$ cat src/rtl/uart_text_buffer.sv
// 4x16 character store fed by UART bytes; interprets printable/control codes, runs clear and newline-fill sequences.
// Read latency 1 cycle; no backpressure: one pending byte slot, a further byte while it is full is dropped and sets sticky overflow.
module uart_text_buffer #(
    parameter logic [7:0] BLANK_CHAR = 8'h20,
    parameter logic [7:0] NL_CODE    = 8'h0A
) (
    input  logic       clk,
    input  logic       reset,
    input  logic       byteReady,
    input  logic [7:0] dataIn,
    input  logic [5:0] charAddress,
    output logic [7:0] charOutput,
    output logic [5:0] cursor,
    output logic       busy,
    output logic       overflow
);

    typedef enum logic [1:0] {
        ST_CLEAR = 2'd0,
        ST_IDLE  = 2'd1,
        ST_FILL  = 2'd2
    } state_t;

    state_t     state_q, state_d;
    logic [5:0] cursor_q, cursor_d;
    logic [5:0] clr_idx_q, clr_idx_d;
    logic       pend_vld_q, pend_vld_d;
    logic [7:0] pend_dat_q, pend_dat_d;
    logic       ovf_q, ovf_d;
    logic       br_q;
    logic [7:0] char_q;

    logic [7:0] mem [64];
    logic       we;
    logic [5:0] waddr;
    logic [7:0] wdata;
    logic       consume;
    logic       byte_evt;
    logic [1:0] row_nxt;

    assign byte_evt = byteReady & ~br_q;
    assign row_nxt  = cursor_q[5:4] + 2'd1;

    always_comb begin
        state_d   = state_q;
        cursor_d  = cursor_q;
        clr_idx_d = clr_idx_q;
        we        = 1'b0;
        waddr     = cursor_q;
        wdata     = BLANK_CHAR;
        consume   = 1'b0;
        case (state_q)
            ST_CLEAR: begin
                we        = 1'b1;
                waddr     = clr_idx_q;
                clr_idx_d = clr_idx_q + 6'd1;
                if (clr_idx_q == 6'd63) begin
                    state_d  = ST_IDLE;
                    cursor_d = 6'd0;
                end
            end
            ST_FILL: begin
                we = 1'b1;
                if (cursor_q[3:0] == 4'hF) begin
                    cursor_d = {row_nxt, 4'h0};
                    state_d  = ST_IDLE;
                end else begin
                    cursor_d = cursor_q + 6'd1;
                end
            end
            ST_IDLE: begin
                if (pend_vld_q) begin
                    consume = 1'b1;
                    if (pend_dat_q == NL_CODE) begin
                        // Newline at the last column needs no fill sequence.
                        if (cursor_q[3:0] == 4'hF) begin
                            we       = 1'b1;
                            cursor_d = {row_nxt, 4'h0};
                        end else begin
                            state_d = ST_FILL;
                        end
                    end else if (pend_dat_q == 8'h0D) begin
                        cursor_d = {cursor_q[5:4], 4'h0};
                    end else if (pend_dat_q == 8'h08) begin
                        if (cursor_q[3:0] != 4'h0) begin
                            we       = 1'b1;
                            waddr    = cursor_q - 6'd1;
                            cursor_d = cursor_q - 6'd1;
                        end
                    end else if (pend_dat_q == 8'h0C) begin
                        state_d   = ST_CLEAR;
                        clr_idx_d = 6'd0;
                        cursor_d  = 6'd0;
                    end else if (pend_dat_q >= 8'h20 && pend_dat_q <= 8'h7E) begin
                        we       = 1'b1;
                        wdata    = pend_dat_q;
                        cursor_d = cursor_q + 6'd1;
                    end
                end
            end
            default: begin
                state_d   = ST_CLEAR;
                clr_idx_d = 6'd0;
                cursor_d  = 6'd0;
            end
        endcase
    end

    // A byte arriving in the same cycle the slot is consumed still fits.
    always_comb begin
        pend_vld_d = pend_vld_q & ~consume;
        pend_dat_d = pend_dat_q;
        ovf_d      = ovf_q;
        if (byte_evt) begin
            if (pend_vld_q && !consume) begin
                ovf_d = 1'b1;
            end else begin
                pend_vld_d = 1'b1;
                pend_dat_d = dataIn;
            end
        end
    end

    always_ff @(posedge clk or posedge reset) begin
        if (reset) begin
            state_q    <= ST_CLEAR;
            cursor_q   <= 6'd0;
            clr_idx_q  <= 6'd0;
            pend_vld_q <= 1'b0;
            pend_dat_q <= 8'h00;
            ovf_q      <= 1'b0;
            br_q       <= 1'b0;
            char_q     <= BLANK_CHAR;
        end else begin
            state_q    <= state_d;
            cursor_q   <= cursor_d;
            clr_idx_q  <= clr_idx_d;
            pend_vld_q <= pend_vld_d;
            pend_dat_q <= pend_dat_d;
            ovf_q      <= ovf_d;
            br_q       <= byteReady;
            char_q     <= (state_q == ST_CLEAR) ? BLANK_CHAR : mem[charAddress];
        end
    end

    always_ff @(posedge clk) begin
        if (we) begin
            mem[waddr] <= wdata;
        end
    end

    assign charOutput = char_q;
    assign cursor     = cursor_q;
    assign busy       = (state_q != ST_IDLE);
    assign overflow   = ovf_q;

endmodule

$ cat config.mk
export PLATFORM = sky130hd
export DESIGN_NAME = uart_text_buffer
export DESIGN_NICKNAME = d
export VERILOG_FILES = /design/src/rtl/uart_text_buffer.sv
export SDC_FILE = /design/constraint.sdc
export NUM_CORES = 1
export LEC_CHECK = 0
export CELL_PAD_IN_SITES_DETAIL_PLACEMENT = 1
export CELL_PAD_IN_SITES_GLOBAL_PLACEMENT = 1
export CORE_UTILIZATION = 45
export CTS_CLUSTER_DIAMETER = 200
export DETAILED_ROUTE_END_ITERATION = 6
export DONT_BUFFER_PORTS = 1
export PLACE_DENSITY = 0.75
export SYNTH_ARGS = -nofsm -noshare
export SYNTH_HDL_FRONTEND = slang
export SYNTH_SLANG_ARGS = --single-unit
$ cat constraint.sdc
create_clock -name clk -period 4.4 [get_ports clk]
set_input_delay 0.66 -clock clk [delete_from_list [all_inputs] [get_ports clk]]
set_output_delay 0.66 -clock clk [all_outputs]
set_load 0.02 [all_outputs]
==> run metrics <==
Final Cell Area=about 0.025 sq mm; chip height=between 200 and 250 um; Core ar.=about 0.049 sq mm; crit end category=flip-flop; Int Pwr=a little over 8000 uW; count of pins over their slew limit=0; Reg2Reg Depth=8; DR WL/cell=27.49 um; Die Wd=224.4 um; Worst VDD drop=0.0003977 V; Post-Syn Area=0.02225 sq mm; first drt pass iteration count=6; FMAX=~0.26 GHz; worst-margin pin slew=1.206 ns; gr ovfl total=0; Syn Inst Count=approximately 1200; dpl ws=~0.56 ns; CP required=4.64 ns; Max clock buf depth=3; drt via density=about 6; Final Cycle Share=between 80 and 90%; # Post-CTS Setup Buffers=0; # fillers=4569; min cycle time layout=roughly 3.9 ns; number of global-route vias before repair=12940; Worst Path Max Fanout=11; First DRT Iteration DRCs=approximately 1100; reg-to-reg setup timing slack=~0.53 ns; EDFF count, synth=around 510; Synth warnings=0; Die Area=0.05034 sq mm; Flop pwr share=a little under three fifths; total clock buffers created by CTS=between 50 and 60; Combinational Power Share=under 10%; clock sink count=~550; Yosys reg bits=about 550; Max Clock Skew=between 0.03 and 0.04 ns; worst path arrival time=between 4 and 5 ns; Net Sw Frac=between 20% and 30%; Layout Nets=about 1400; setup TNS=0 ns; Port Buffers=0; most common cell after layout, fill and taps aside=edfxtp_1; initial antenna violation count=0; gr usage total=between 20% and 30%; layout cells sized above 1=between 20% and 30%; unique cell type count in the Yosys netlist=around 70; placed cell area=~0.024 sq mm; Std-Cell Rows=between 80 and 90; first-pass GRT wire length=84.64 mm; Post-Syn Area per Cell=about 18 sq um; Fin. Hold Viols=0; Starting Density=between 40% and 50%; area of the multi-input gates=0.005948 sq mm; Post-CTS Hold Fix Bufs=0; status=complete, no violations; antenna cells=0; Clock transition at path regs=about 0.060 ns; Hold Crit Endpoint=br_q; Final GP Congestion=about 0.85; H-tree depth=2; # resized after CTS=0; post-synthesis sequential area ratio=72.82%; Clk network pwr share=between 40% and 50%; boundary pin count=33; Max-slew headroom=just under 20%; FF/Latch Area=~0.016 sq mm; drt total wl=55.94 mm; Net Sw Power=about 2000 uW; Synth-to-Final Area Change=13.38%; worst hold path type=in2reg; Power Density=just over 400 mW/mm^2; Startpoint Class=flip-flop; start of the worst register-to-register path=cursor[0]; Clock Root Buffer=clkbuf_16; commonest non-fill, non-tap cells in the layout=512 x edfxtp_1, 121 x mux4_2, 66 x buf_4, 64 x conb_1, 56 x nor2_1; static leakage=0.007210 uW; ys flop type=edfxtp_1; # setup viols final=0; CP Class=reg2reg; DRC Markers=0; hold_sp=byteReady; Max Cap Viol=0; ANT nets after route=0; Final WS setup=0.5288 ns; DP Wirelength=approximately 36 mm; asr flop ratio synth=6.055%; TritonCTS clock tree=done; hold depth=0; worst reg2reg path endpoint=mem[51][4]; pin count of the biggest net entering global routing=between 100 and 150; clk_lat worst skew=roughly 0.62 ns; Via Count=12080; unrepaired setup endpoints after global routing=false
## layout make-up
type	instances	area share (%)
sequential	545	64.22
multi-input combinational	644	23.58
clock buffer	64	5.590
tap	664	3.293
timing repair buffer	66	1.964
clock inverter	37	1.126
inverter	15	0.2232
## Yosys cell counts (17+ instances only)
cell type  count  share of area (%)
mux2i_1       38                1.7
mux2_2        18               0.91
nor2_1        56               0.94
o21ai_0       35               0.79
nand2_1       46               0.78
edfxtp_1     512                 69
buf_2         29               0.65
dfrtp_1       32                3.6
clkbuf_1      28               0.47
mux4_2       121                 12
nand3_1       28               0.63
nand2b_1      17               0.48
nor3_1        43               0.97
## flip-flops by register name (all words and copies together), names as in the netlist
signal	flops
cursor	6
clr_idx_q	6
pend_vld_q	1
charOutput	8
pend_dat_q	8
state_q	2
overflow	1
mem	512
br_q	1
## metal layers
layer  vias up  wire length [um]  track usage [%]
li1       5106                 -                -
met1      6412             22180            29.78
met2       446             28570            39.23
met3       112              3294            4.024
met4         0              1899            8.361
met5         -                 0                0
## worst max-delay path: stages (launching register included)
cell and delay [ns]:
dfrtp_1 0.64, inv_1 0.13, ha_1 0.28, nor3b_1 0.19, o21ai_0 0.19, a21oi_1 0.11
o211ai_1 0.77, nand3_1 0.40, nor2_1 0.78
## kinds of logic after synthesis
logic type | Yosys count | synth area share (%)
simple gates | 263 | 6.057
fa+ha+maj | 8 | 0.4499
xor+xnor | 4 | 0.1575
compound gates | 128 | 4.083
other cells | 1 | 0.01685
flops | 545 | 72.82
buf+inv | 79 | 1.546
mux | 177 | 14.87
## power by group through the flow
stage	Clock (uW)	Sequential [uW]	Combinational, uW
detailed placement	0	5720	138
global route	4700	5610	151
CTS	4540	5610	139
finish	4450	5610	143
floorplan	0	5710	178
global placement	0	5720	137
## metrics by stage
stage               std cells  total power [uW]  utilization [%]  hold WS (ns)
CTS                      2035             10290            51.64       0.03579
global route             2035             10460            51.64       0.04586
detailed placement       1934              5857            48.17        0.5534
finish                   2035             10210            51.64       0.07378
floorplan                1268              5891                -        0.4909
global placement         1934              5855            48.17        0.5279
## worst max path at each step
stage | start | end | slack (ns) | cells past startpoint
3_5_place_dp | cursor[0] | mem[51][6] | 0.56 | 8
6_report | cursor[0] | mem[51][4] | 0.53 | 8
5_1_grt | cursor[0] | mem[51][4] | 0.22 | 8
3_3_place_gp | cursor[0] | mem[21][7] | 0.76 | 7
2_1_floorplan | state_q[1] | mem[12][0] | 1.18 | 9
4_1_cts | cursor[0] | mem[51][4] | 0.50 | 8
Note: power is estimated with default switching activity, not from simulation.
